[config.mk]
export PLATFORM = sky130hd
export DESIGN_NAME = seg7_scan_decoder
export DESIGN_NICKNAME = d
export VERILOG_FILES = /design/src/rtl/seg7_pkg.sv /design/src/rtl/seg7_digit_decode.sv /design/src/rtl/seg7_scan_decoder.sv
export SDC_FILE = /design/constraint.sdc
export NUM_CORES = 1
export LEC_CHECK = 0
export BUFFER_PORTS_ARGS = -buffer_cell sky130_fd_sc_hd__clkbuf_2
export CORE_ASPECT_RATIO = 1.4
export CORE_MARGIN = 2
export CORE_UTILIZATION = 56
export DETAILED_ROUTE_END_ITERATION = 16
export PLACE_DENSITY_LB_ADDON = 0.3
export SLEW_MARGIN = 30
export SYNTH_ARGS = -nofsm -noshare
export SYNTH_HDL_FRONTEND = slang
export SYNTH_SLANG_ARGS = --single-unit
[constraint.sdc]
create_clock -name clk -period 2.87 [get_ports clk]
set_input_delay 0.574 -clock clk [delete_from_list [all_inputs] [get_ports clk]]
set_output_delay 0.574 -clock clk [all_outputs]
set_load 0.05 [all_outputs]
[src/rtl/seg7_pkg.sv]
// Shared constants for the seven-segment readback path: active-low segment
// patterns (bit 0 = a ... bit 6 = g), the all-off blank pattern and FSM states.
package seg7_pkg;

  localparam logic [6:0] SEG_0     = 7'h40;
  localparam logic [6:0] SEG_1     = 7'h79;
  localparam logic [6:0] SEG_2     = 7'h24;
  localparam logic [6:0] SEG_3     = 7'h30;
  localparam logic [6:0] SEG_4     = 7'h19;
  localparam logic [6:0] SEG_5     = 7'h12;
  localparam logic [6:0] SEG_6     = 7'h02;
  localparam logic [6:0] SEG_7     = 7'h78;
  localparam logic [6:0] SEG_8     = 7'h00;
  localparam logic [6:0] SEG_9     = 7'h10;
  localparam logic [6:0] SEG_A     = 7'h08;
  localparam logic [6:0] SEG_B     = 7'h03;
  localparam logic [6:0] SEG_C     = 7'h46;
  localparam logic [6:0] SEG_D     = 7'h21;
  localparam logic [6:0] SEG_E     = 7'h06;
  localparam logic [6:0] SEG_F     = 7'h0E;
  localparam logic [6:0] SEG_BLANK = 7'h7F;

  typedef enum logic [1:0] {
    ST_IDLE    = 2'd0,
    ST_SCAN    = 2'd1,
    ST_COMPARE = 2'd2,
    ST_HOLD    = 2'd3
  } state_e;

endpackage

[src/rtl/seg7_digit_decode.sv]
// Combinational decode of one active-low seven-segment pattern to a nibble.
// SEG7_SCAN_BLANK_EN adds the blank_c output for the all-off pattern.
module seg7_digit_decode
  import seg7_pkg::*;
(
  input  logic [6:0] seg_i,
  output logic [3:0] nibble_c,
  output logic       err_c
`ifdef SEG7_SCAN_BLANK_EN
  ,
  output logic       blank_c
`endif
);

  always_comb begin
    nibble_c = 4'h0;
    err_c    = 1'b0;
`ifdef SEG7_SCAN_BLANK_EN
    blank_c  = 1'b0;
`endif
    case (seg_i)
      SEG_0: nibble_c = 4'h0;
      SEG_1: nibble_c = 4'h1;
      SEG_2: nibble_c = 4'h2;
      SEG_3: nibble_c = 4'h3;
      SEG_4: nibble_c = 4'h4;
      SEG_5: nibble_c = 4'h5;
      SEG_6: nibble_c = 4'h6;
      SEG_7: nibble_c = 4'h7;
      SEG_8: nibble_c = 4'h8;
      SEG_9: nibble_c = 4'h9;
      SEG_A: nibble_c = 4'hA;
      SEG_B: nibble_c = 4'hB;
      SEG_C: nibble_c = 4'hC;
      SEG_D: nibble_c = 4'hD;
      SEG_E: nibble_c = 4'hE;
      SEG_F: nibble_c = 4'hF;
`ifdef SEG7_SCAN_BLANK_EN
      SEG_BLANK: blank_c = 1'b1;
`endif
      default: err_c = 1'b1;
    endcase
  end

endmodule

[src/rtl/seg7_scan_decoder.sv]
// Scans a bank of seven-segment drives back into nibbles, filters for stability
// and offers each stable, changed word on valid/ready. Option: SEG7_SCAN_BLANK_EN.
module seg7_scan_decoder
  import seg7_pkg::*;
#(
  parameter int unsigned NUM_DIGITS    = 6,
  parameter int unsigned STABLE_CYCLES = 4
) (
  input  logic                      clk,
  input  logic                      reset,
  input  logic [7*NUM_DIGITS-1:0]   seg_in,
  input  logic                      sample_en,
  output logic [4*NUM_DIGITS-1:0]   out_value,
  output logic [NUM_DIGITS-1:0]     out_err_mask,
  output logic [NUM_DIGITS-1:0]     out_blank_mask,
  output logic                      out_valid,
  input  logic                      out_ready
);

  localparam int unsigned IDX_W   = (NUM_DIGITS > 1) ? $clog2(NUM_DIGITS) : 1;
`ifdef SEG7_SCAN_BLANK_EN
  localparam int unsigned ERR_LSB = NUM_DIGITS;
  localparam int unsigned VAL_LSB = 2 * NUM_DIGITS;
`else
  localparam int unsigned ERR_LSB = 0;
  localparam int unsigned VAL_LSB = NUM_DIGITS;
`endif
  // Word layout, MSB first: {value, err mask, [blank mask]}.
  localparam int unsigned WORD_W  = VAL_LSB + 4 * NUM_DIGITS;

  state_e                    state_q, state_d;
  logic [7*NUM_DIGITS-1:0]   snap_q, snap_d;
  logic [IDX_W-1:0]          idx_q, idx_d;
  logic [WORD_W-1:0]         work_q, work_d;
  logic [WORD_W-1:0]         prev_q, prev_d;
  logic [WORD_W-1:0]         last_q, last_d;
  logic                      have_prev_q, have_prev_d;
  logic                      reported_q, reported_d;
  logic [3:0]                cnt_q, cnt_d;
  logic                      valid_q, valid_d;

  logic [6:0]                dig_seg_c;
  logic [3:0]                dig_nib_c;
  logic                      dig_err_c;
`ifdef SEG7_SCAN_BLANK_EN
  logic                      dig_blank_c;
`endif
  logic                      same_c;
  logic                      emit_c;
  logic [3:0]                cnt_nxt_c;

  assign dig_seg_c = snap_q[7*int'(idx_q) +: 7];

  seg7_digit_decode u_dec (
    .seg_i    (dig_seg_c),
    .nibble_c (dig_nib_c),
    .err_c    (dig_err_c)
`ifdef SEG7_SCAN_BLANK_EN
    ,
    .blank_c  (dig_blank_c)
`endif
  );

  // Stability filter: count repeats of the just-assembled word and decide on emit.
  always_comb begin
    same_c = have_prev_q && (work_q == prev_q);
    if (!same_c) begin
      cnt_nxt_c = 4'd1;
    end else if (cnt_q >= 4'(STABLE_CYCLES)) begin
      cnt_nxt_c = 4'(STABLE_CYCLES);
    end else begin
      cnt_nxt_c = cnt_q + 4'd1;
    end
    emit_c = (cnt_nxt_c == 4'(STABLE_CYCLES)) && (!reported_q || (work_q != last_q));
  end

  always_comb begin
    state_d     = state_q;
    snap_d      = snap_q;
    idx_d       = idx_q;
    work_d      = work_q;
    prev_d      = prev_q;
    last_d      = last_q;
    have_prev_d = have_prev_q;
    reported_d  = reported_q;
    cnt_d       = cnt_q;
    valid_d     = valid_q;

    case (state_q)
      ST_IDLE: begin
        if (sample_en) begin
          snap_d  = seg_in;
          idx_d   = '0;
          state_d = ST_SCAN;
        end
      end

      ST_SCAN: begin
        work_d[VAL_LSB + 4*int'(idx_q) +: 4] = dig_nib_c;
        work_d[ERR_LSB + int'(idx_q)]        = dig_err_c;
`ifdef SEG7_SCAN_BLANK_EN
        work_d[int'(idx_q)]                  = dig_blank_c;
`endif
        if (idx_q == IDX_W'(NUM_DIGITS - 1)) begin
          state_d = ST_COMPARE;
        end else begin
          idx_d = idx_q + IDX_W'(1);
        end
      end

      ST_COMPARE: begin
        cnt_d       = cnt_nxt_c;
        prev_d      = work_q;
        have_prev_d = 1'b1;
        if (emit_c) begin
          last_d     = work_q;
          reported_d = 1'b1;
          valid_d    = 1'b1;
          state_d    = ST_HOLD;
        end else begin
          state_d = ST_IDLE;
        end
      end

      ST_HOLD: begin
        if (out_ready) begin
          valid_d = 1'b0;
          state_d = ST_IDLE;
        end
      end

      default: state_d = ST_IDLE;
    endcase
  end

  always_ff @(posedge clk) begin
    if (reset) begin
      state_q     <= ST_IDLE;
      snap_q      <= '0;
      idx_q       <= '0;
      work_q      <= '0;
      prev_q      <= '0;
      last_q      <= '0;
      have_prev_q <= 1'b0;
      reported_q  <= 1'b0;
      cnt_q       <= 4'd0;
      valid_q     <= 1'b0;
    end else begin
      state_q     <= state_d;
      snap_q      <= snap_d;
      idx_q       <= idx_d;
      work_q      <= work_d;
      prev_q      <= prev_d;
      last_q      <= last_d;
      have_prev_q <= have_prev_d;
      reported_q  <= reported_d;
      cnt_q       <= cnt_d;
      valid_q     <= valid_d;
    end
  end

  // The last reported word doubles as the output register.
  assign out_value    = last_q[VAL_LSB +: 4*NUM_DIGITS];
  assign out_err_mask = last_q[ERR_LSB +: NUM_DIGITS];
`ifdef SEG7_SCAN_BLANK_EN
  assign out_blank_mask = last_q[0 +: NUM_DIGITS];
`else
  assign out_blank_mask = '0;
`endif
  assign out_valid = valid_q;

endmodule

==> reports/summary.json, run 1 <==
{
  "critical_path": {
    "crit_type": "reg2reg",
    "critical_path.startpoint_type": "register",
    "worstPathRequired_ns": 3.20,
    "end_kind": "register",
    "cp_arrival_ns": 2.94,
    "critical_path_peak_fanout": 9
  },
  "yosys": {
    "synth.mux.area_fraction": 0.0791,
    "yosys_warnings": 0,
    "synth-compound-area-share": 0.150,
    "syn-instance-count": 831,
    "synth_top_family_by_area": "simple AND/OR/NAND/NOR gates",
    "flops_latches_synth": 144,
    "yosysTopAreaCellShare": 0.416,
    "synth_largest_area_cell": "sky130_fd_sc_hd__dfxtp_1",
    "synth.lib_cells_used.distinct": 65,
    "synth_async_sr_flop_share": 0,
    "share_of_synthesized_cell_area_in_and_or_nand_and_nor_gates": 0.217,
    "flip_flop_cell_with_the_highest_count_after_synthesis": "sky130_fd_sc_hd__dfxtp_1",
    "syn-mean-instance-area_um2": 8.34,
    "seq_area_frac_synth": 0.416,
    "synth_xor_area_frac": 0.0796,
    "post_synth_fa_ha_maj_area_fraction": 0.0108,
    "synth_edf_count": 0,
    "syn_area_um2": 6930,
    "synth_top_area_cells": "sky130_fd_sc_hd__dfxtp_1, sky130_fd_sc_hd__nand2_1, sky130_fd_sc_hd__mux2i_1"
  },
  "grt": {
    "grt_pass1_wl_um": 28300,
    "gr_overflow_total": 0,
    "gr-usage-met2": 0.488,
    "grt_max_degree": 60,
    "grt_util_met1": 0.292,
    "grt-busiest-layer": "met2",
    "met3_usage": 0.0454,
    "grt_antenna_before_repair": 0,
    "first_global_vias": 5701,
    "groute.usage.overall": 0.267
  },
  "timing": {
    "max_freq_ghz": 0.382,
    "timing.final.hold_violations": 0,
    "fraction_of_the_cycle_the_final_worst_path_needs": 0.912,
    "finalWorstPathRequiredPeriod_ns": 2.62,
    "final_report_setup_violation_count": 0,
    "worst-slew-pin-transition_ns": 0.626,
    "clock-skew-final_ns": 0.0141,
    "final-max-slew-violation-count": 0,
    "hold_slack_ns": 0.370,
    "relSlewSlack": 0.580,
    "unrepaired_setup_endpoints_after_global_routing": "false",
    "totalNegativeSetupSlack_ns": 0
  },
  "placement": {
    "place_inst": 1041,
    "numPortBuffers": 76,
    "gp_congestion": 0.922,
    "dp.final_hpwl_um": 12700
  },
  "die": {
    "die-area_um2": 13300,
    "row_count": 48,
    "ios": 83,
    "height_of_the_chip_um": 136,
    "initial_utilization": 0.568,
    "die_extent_in_x_um": 98.0,
    "core-area_um2": 12200
  },
  "clocking": {
    "clock_tree_root": "sky130_fd_sc_hd__clkbuf_16",
    "number_of_buffers_created_by_cts": 17,
    "post_cts_resize_count": 0,
    "max-clock-path-buffers": 2,
    "cts.htree.levels": 4,
    "tritoncts": "yes",
    "cts_setup_buffers": 0,
    "clock_insertion_delay_worst_skew_ns": 0.42,
    "ctsHoldBuffers": 0,
    "clkSlewWorstSetupHoldPaths_ns": 0.06,
    "clock_sinks": 144
  },
  "route": {
    "number_of_vias_per_cell": 5.59,
    "first_iter_violations": 351,
    "remaining_drc_errors": 0,
    "detail_route.wl_per_cell_um": 16.1,
    "drt.antenna.violating_nets": 0,
    "postRouteWirelength_um": 17300,
    "detailedRoute.firstPassIterationCount": 5,
    "vias": 5997
  },
  "min_path": {
    "hp-class": "in2reg"
  },
  "power": {
    "vdd_drop_max_mv": 0.393,
    "pwr_density_cell_nw_per_um2": 585,
    "power.leakage_nw": 3.33
  },
  "finish": {
    "final-instance-count-excl-fill": 1073,
    "final_layout_size_suffix_gt1_frac": 0.178,
    "flow.area_growth_from_synthesis_pct": 17.1,
    "num_antenna_cells": 0,
    "finish.net_count": 962
  },
  "outcome": {
    "run_status": "finished clean"
  },
  "job": {
    "maxCapViolCount": 0
  }
}
[worst max-delay path, stage by stage (launching register included)]
cell and delay, ns:
sky130_fd_sc_hd__dfxtp_1 0.47, sky130_fd_sc_hd__nand2b_1 0.29, sky130_fd_sc_hd__nor2_1 0.10, sky130_fd_sc_hd__or3_1 0.52
sky130_fd_sc_hd__xnor2_1 0.19, sky130_fd_sc_hd__nor3_1 0.09, sky130_fd_sc_hd__a211oi_4 0.41, sky130_fd_sc_hd__nand2_1 0.18
sky130_fd_sc_hd__o31ai_1 0.27
[placed cells by master (no fill, tap or decap), drive strengths merged, types with 3 or more instances in the layout]
cell and n:
o22ai 5, inv 11, a211oi 7, xor2 17, xnor2 46, a22oi 19, nor3 14, o31ai 3
buf 36, or3 4, mux2i 51, ha 6, nand2 173, nand3 13, a31oi 3, a21oi 96
o221ai 3, nor4 7, conb 6, clkinv 4, clkbuf 94, dfxtp 144, clkinvlp 3, mux2 3
nor4b 3, o21ai 11, nand2b 10, nor2b 3, nand4 15, nor2 85
[state kept, by name, indices dropped and copies added (netlist names)]
register and flops:
cnt_q 4, last_q 30, idx_q 3, have_prev_q 1, snap_q 42, state_q 2
work_q 30, prev_q 30, out_valid 1, reported_q 1
[layer usage]
layer / up-vias / wire length, um
li1: 3006 / -
met1: 2775 / 6690
met2: 171 / 9190
met3: 45 / 650
met4: 0 / 793
met5: - / 0
[report_power, final]
part	total, mW	internal [mW]	switching, mW
clock	2.14	1.25	0.887
sequential	2.09	2.05	0.0416
combinational	0.521	0.196	0.325
[layout make-up]
class	instances	area (um^2)
clock inverter	13	126
timing repair buffer	111	696
multi-input combinational	630	3740
sequential	144	2880
tap	150	188
clock buffer	19	453
fill	1083	4080
inverter	6	22.5
[synthesized netlist by cell type, types with 3 or more instances]
| master | count |
|---|---|
| sky130_fd_sc_hd__nor4_1 | 6 |
| sky130_fd_sc_hd__a22oi_1 | 19 |
| sky130_fd_sc_hd__nor2_1 | 85 |
| sky130_fd_sc_hd__buf_6 | 7 |
| sky130_fd_sc_hd__o21ai_0 | 9 |
| sky130_fd_sc_hd__or3_1 | 4 |
| sky130_fd_sc_hd__a31oi_1 | 3 |
| sky130_fd_sc_hd__inv_1 | 6 |
| sky130_fd_sc_hd__nand2_1 | 173 |
| sky130_fd_sc_hd__nand4_1 | 15 |
| sky130_fd_sc_hd__mux2i_1 | 51 |
| sky130_fd_sc_hd__xor2_1 | 17 |
| sky130_fd_sc_hd__nand3_1 | 12 |
| sky130_fd_sc_hd__buf_4 | 9 |
| sky130_fd_sc_hd__o22ai_1 | 5 |
| sky130_fd_sc_hd__xnor2_1 | 46 |
| sky130_fd_sc_hd__nand2b_1 | 10 |
| sky130_fd_sc_hd__nor3_1 | 11 |
| sky130_fd_sc_hd__o31ai_1 | 3 |
| sky130_fd_sc_hd__nor2b_1 | 3 |
| sky130_fd_sc_hd__dfxtp_1 | 144 |
| sky130_fd_sc_hd__clkbuf_1 | 37 |
| sky130_fd_sc_hd__a21oi_1 | 93 |
| sky130_fd_sc_hd__a211oi_1 | 4 |
| sky130_fd_sc_hd__ha_1 | 6 |
[path summary, 6_finish.rpt]
| kind | to | slack, ns | cells after the start | from |
|---|---|---|---|---|
| worst max-delay path | work_q[0]$_SDFFE_PP0P_ | 0.25 | 8 | idx_q[2]$_SDFFE_PP0P_ |
| worst min-delay path | snap_q[32]$_SDFFE_PP0P_ | 0.37 | 3 | seg_in[32] |
| worst max register to register | work_q[0]$_SDFFE_PP0P_ | 0.25 | 8 | idx_q[2]$_SDFFE_PP0P_ |
| worst min register to register | snap_q[38]$_SDFFE_PP0P_ | 0.46 | 2 | snap_q[38]$_SDFFE_PP0P_ |
[cell families after synthesis]
kind of cell | count (synthesis)
AO/OA/AOI/OAI | 162
adder cells (fa/ha/maj) | 6
flip-flops | 144
other | 1
multiplexers | 54
buffers and inverters | 62
XOR/XNOR | 63
AND/OR/NAND/NOR | 339
[stage by stage]
step	instance area (um^2)	util	power (mW)	setup WS, ns
4_1_cts	8110	0.665	4.78	0.237
3_3_place_gp	7530	0.618	2.64	0.345
6_report	8110	0.665	4.75	0.254
5_1_grt	8110	0.665	4.93	0.00520
3_5_place_dp	7530	0.618	2.65	0.255
2_1_floorplan	6950	-	2.50	0.509
Note: power is estimated with default switching activity, not from simulation.
==> inputs of run 2 (changes only) <==
--- a/config.mk
+++ b/config.mk
@@ -5,6 +5,7 @@
 export SDC_FILE = /design/constraint.sdc
 export NUM_CORES = 1
 export LEC_CHECK = 0
+export ABC_AREA = 1
 export BUFFER_PORTS_ARGS = -buffer_cell sky130_fd_sc_hd__clkbuf_2
 export CORE_ASPECT_RATIO = 1.4
 export CORE_MARGIN = 2
==> reports/summary.json, run 2 <==
{
  "outcome": {
    "run_status": "finished clean"
  },
  "yosys": {
    "yosysTopAreaCellShare": 0.402,
    "ys_top_cells_by_count": "sky130_fd_sc_hd__nand2_1, sky130_fd_sc_hd__nor2_1, sky130_fd_sc_hd__dfxtp_1",
    "syn-instance-count": 1087,
    "seq_area_frac_synth": 0.402,
    "synth_top_area_cells": "sky130_fd_sc_hd__dfxtp_1, sky130_fd_sc_hd__nand2_1, sky130_fd_sc_hd__o21ai_0",
    "syn-mean-instance-area_um2": 6.60,
    "yosys_warnings": 0,
    "flops_latches_synth": 144,
    "synth_most_common_cell": "sky130_fd_sc_hd__nand2_1",
    "synth_edf_count": 0,
    "flip_flop_cell_with_the_highest_count_after_synthesis": "sky130_fd_sc_hd__dfxtp_1",
    "synth_async_sr_flop_share": 0,
    "synth_largest_area_cell": "sky130_fd_sc_hd__dfxtp_1",
    "synth.lib_cells_used.distinct": 32,
    "syn_area_um2": 7170
  },
  "die": {
    "die_extent_in_x_um": 99.7,
    "die-area_um2": 13700,
    "core-area_um2": 12400,
    "initial_utilization": 0.577,
    "ios": 83,
    "height_of_the_chip_um": 138,
    "row_count": 48
  },
  "route": {
    "drt.antenna.violating_nets": 0,
    "top_layer_used": "met4",
    "number_of_vias_per_cell": 5.30,
    "met1Wirelength_um": 7720,
    "dr_wl_met3_um": 731,
    "vias": 6946,
    "detailedRoute.firstPassIterationCount": 5,
    "remaining_drc_errors": 0,
    "met2WireLength_um": 9600,
    "first_iter_violations": 301,
    "postRouteWirelength_um": 19200,
    "detail_route.wl_per_cell_um": 14.7
  },
  "timing": {
    "timing.final.hold_violations": 0,
    "final_report_setup_violation_count": 0,
    "max_freq_ghz": 0.401,
    "worst-slew-pin-transition_ns": 0.648,
    "totalNegativeSetupSlack_ns": 0,
    "fraction_of_the_cycle_the_final_worst_path_needs": 0.869,
    "finalWorstPathRequiredPeriod_ns": 2.50,
    "clock-skew-final_ns": 0.00877,
    "relSlewSlack": 0.567,
    "unrepaired_setup_endpoints_after_global_routing": "false",
    "final-max-slew-violation-count": 0
  },
  "critical_path": {
    "cp_arrival_ns": 2.86,
    "crit_type": "reg2reg",
    "critical_path_peak_fanout": 43,
    "slowest_delay_ns": 0.42,
    "critical_path.n_buffers_inverters": 1,
    "end_kind": "register",
    "kind_of_cell_adding_the_most_delay_to_the_critical_path": "simple AND/OR/NAND/NOR gates",
    "critical-path-slowest-cell": "sky130_fd_sc_hd__buf_4",
    "cells_traversed_along_the_worst_timing_path": "buf_4 > nand2_1 > nand3_1 > nand2_1 > nor2_2 > nand2_1 > nor2_2 > nand2_1 > nand2_1 > nor2_1 > nand2_1 > nand3_1 > nor2_1 > nor2_1 > nor2_1",
    "critical_path.startpoint_type": "register",
    "worstPathRequired_ns": 3.24,
    "crit_path_most_repeated_cell": "sky130_fd_sc_hd__nand2_1"
  },
  "finish": {
    "num_antenna_cells": 0,
    "largest-register": "snap_q",
    "largest_register_ffs": 42,
    "layout_commonest_cell": "sky130_fd_sc_hd__nand2_1",
    "flow.area_growth_from_synthesis_pct": 14.5,
    "final_layout_size_suffix_gt1_frac": 0.128,
    "fill_cells": 1169,
    "most-common-layout-cells": "sky130_fd_sc_hd__nand2_1, sky130_fd_sc_hd__nor2_1, sky130_fd_sc_hd__dfxtp_1",
    "finish.net_count": 1199,
    "post-route-util": 0.661
  },
  "grt": {
    "grt_max_degree": 79,
    "first_global_vias": 6338,
    "grt_pass1_wl_um": 30700,
    "groute.usage.overall": 0.287,
    "gr_overflow_total": 0,
    "grt_antenna_before_repair": 0
  },
  "power": {
    "total_power_mw": 8.49,
    "vdd_drop_max_mv": 0.601,
    "pwr_density_cell_nw_per_um2": 1030,
    "power.leakage_nw": 3.96
  },
  "clocking": {
    "number_of_buffers_created_by_cts": 17,
    "post_cts_resize_count": 0,
    "cts.htree.levels": 4,
    "tritoncts": "yes",
    "max-clock-path-buffers": 2,
    "ctsHoldBuffers": 0,
    "clock_sinks": 144,
    "clock_insertion_delay_worst_skew_ns": 0.43,
    "clkSlewWorstSetupHoldPaths_ns": 0.06,
    "cts_setup_buffers": 0,
    "clock_tree_root": "sky130_fd_sc_hd__clkbuf_16"
  },
  "min_path": {
    "hp-class": "in2reg"
  },
  "placement": {
    "dp.final_hpwl_um": 14100,
    "gp_congestion": 0.943,
    "numPortBuffers": 76
  },
  "job": {
    "maxCapViolCount": 0
  }
}
[run 2: worst reg2reg max path: cells and delay by family (launching register included)]
family	cells	cell delay, ns
simple gates	14	1.69
flops	1	0.34
buf+inv	1	0.42
[run 2: cell type report]
class                           instances  area (um^2)  share of cell area
Clock inverter                         12          133              0.0161
Inverter                              145          544              0.0663
Tap cell                              150          188              0.0228
Multi-Input combinational cell        750         3520               0.428
Sequential cell                       144         2880               0.351
Clock buffer                           20          457              0.0556
Timing Repair Buffer                   89          490              0.0597
[run 2: stage by stage]
stage | worst slack, ns | hold WS (ns) | area [um^2] | instances
floorplan | 0.935 | 0.423 | 7190 | 1092
CTS | 0.393 | 0.416 | 8210 | 1310
detailed placement | 0.405 | 0.435 | 7620 | 1278
global route | 0.116 | 0.423 | 8210 | 1310
finish | 0.375 | 0.409 | 8210 | 1310
global placement | 0.408 | 0.432 | 7620 | 1278
[run 2: logic make-up (layout without fill, tap and decap cells)]
kind of cell,after synthesis,after routing,share of synthesized area
compound gates,245,245,0.179
xor+xnor,15,15,0.0183
fa+ha+maj,6,6,0.0105
buf+inv,198,266,0.111
flops,144,144,0.402
other cells,1,6,0.000523
simple gates,478,478,0.279
[run 2: metal layers]
metal	vias up	global-route usage
li1	3605	-
met1	3091	0.310
met2	192	0.518
met3	58	0.0489
met4	0	0.179
met5	-	0
[run 2: power by group]
| group | switching, mW | internal (mW) | total [mW] | leakage [nW] |
|---|---|---|---|---|
| sequential | 0.301 | 2.45 | 2.75 | 1.18 |
| combinational | 2.48 | 1.05 | 3.53 | 2.50 |
| clock | 0.881 | 1.33 | 2.21 | 0.283 |
| total | 3.66 | 4.83 | 8.49 | 3.96 |
[run 2: path summary, 6_finish.rpt]
kind	from	endpoint	slack, ns	depth (start not counted)
worst max-delay path	idx_q[0]$_SDFFE_PP0P_	work_q[2]$_SDFFE_PP0P_	0.37	15
worst min-delay path	seg_in[18]	snap_q[18]$_SDFFE_PP0P_	0.41	3
worst max register to register	idx_q[0]$_SDFFE_PP0P_	work_q[2]$_SDFFE_PP0P_	0.37	15
worst min register to register	snap_q[15]$_SDFFE_PP0P_	snap_q[15]$_SDFFE_PP0P_	0.44	2
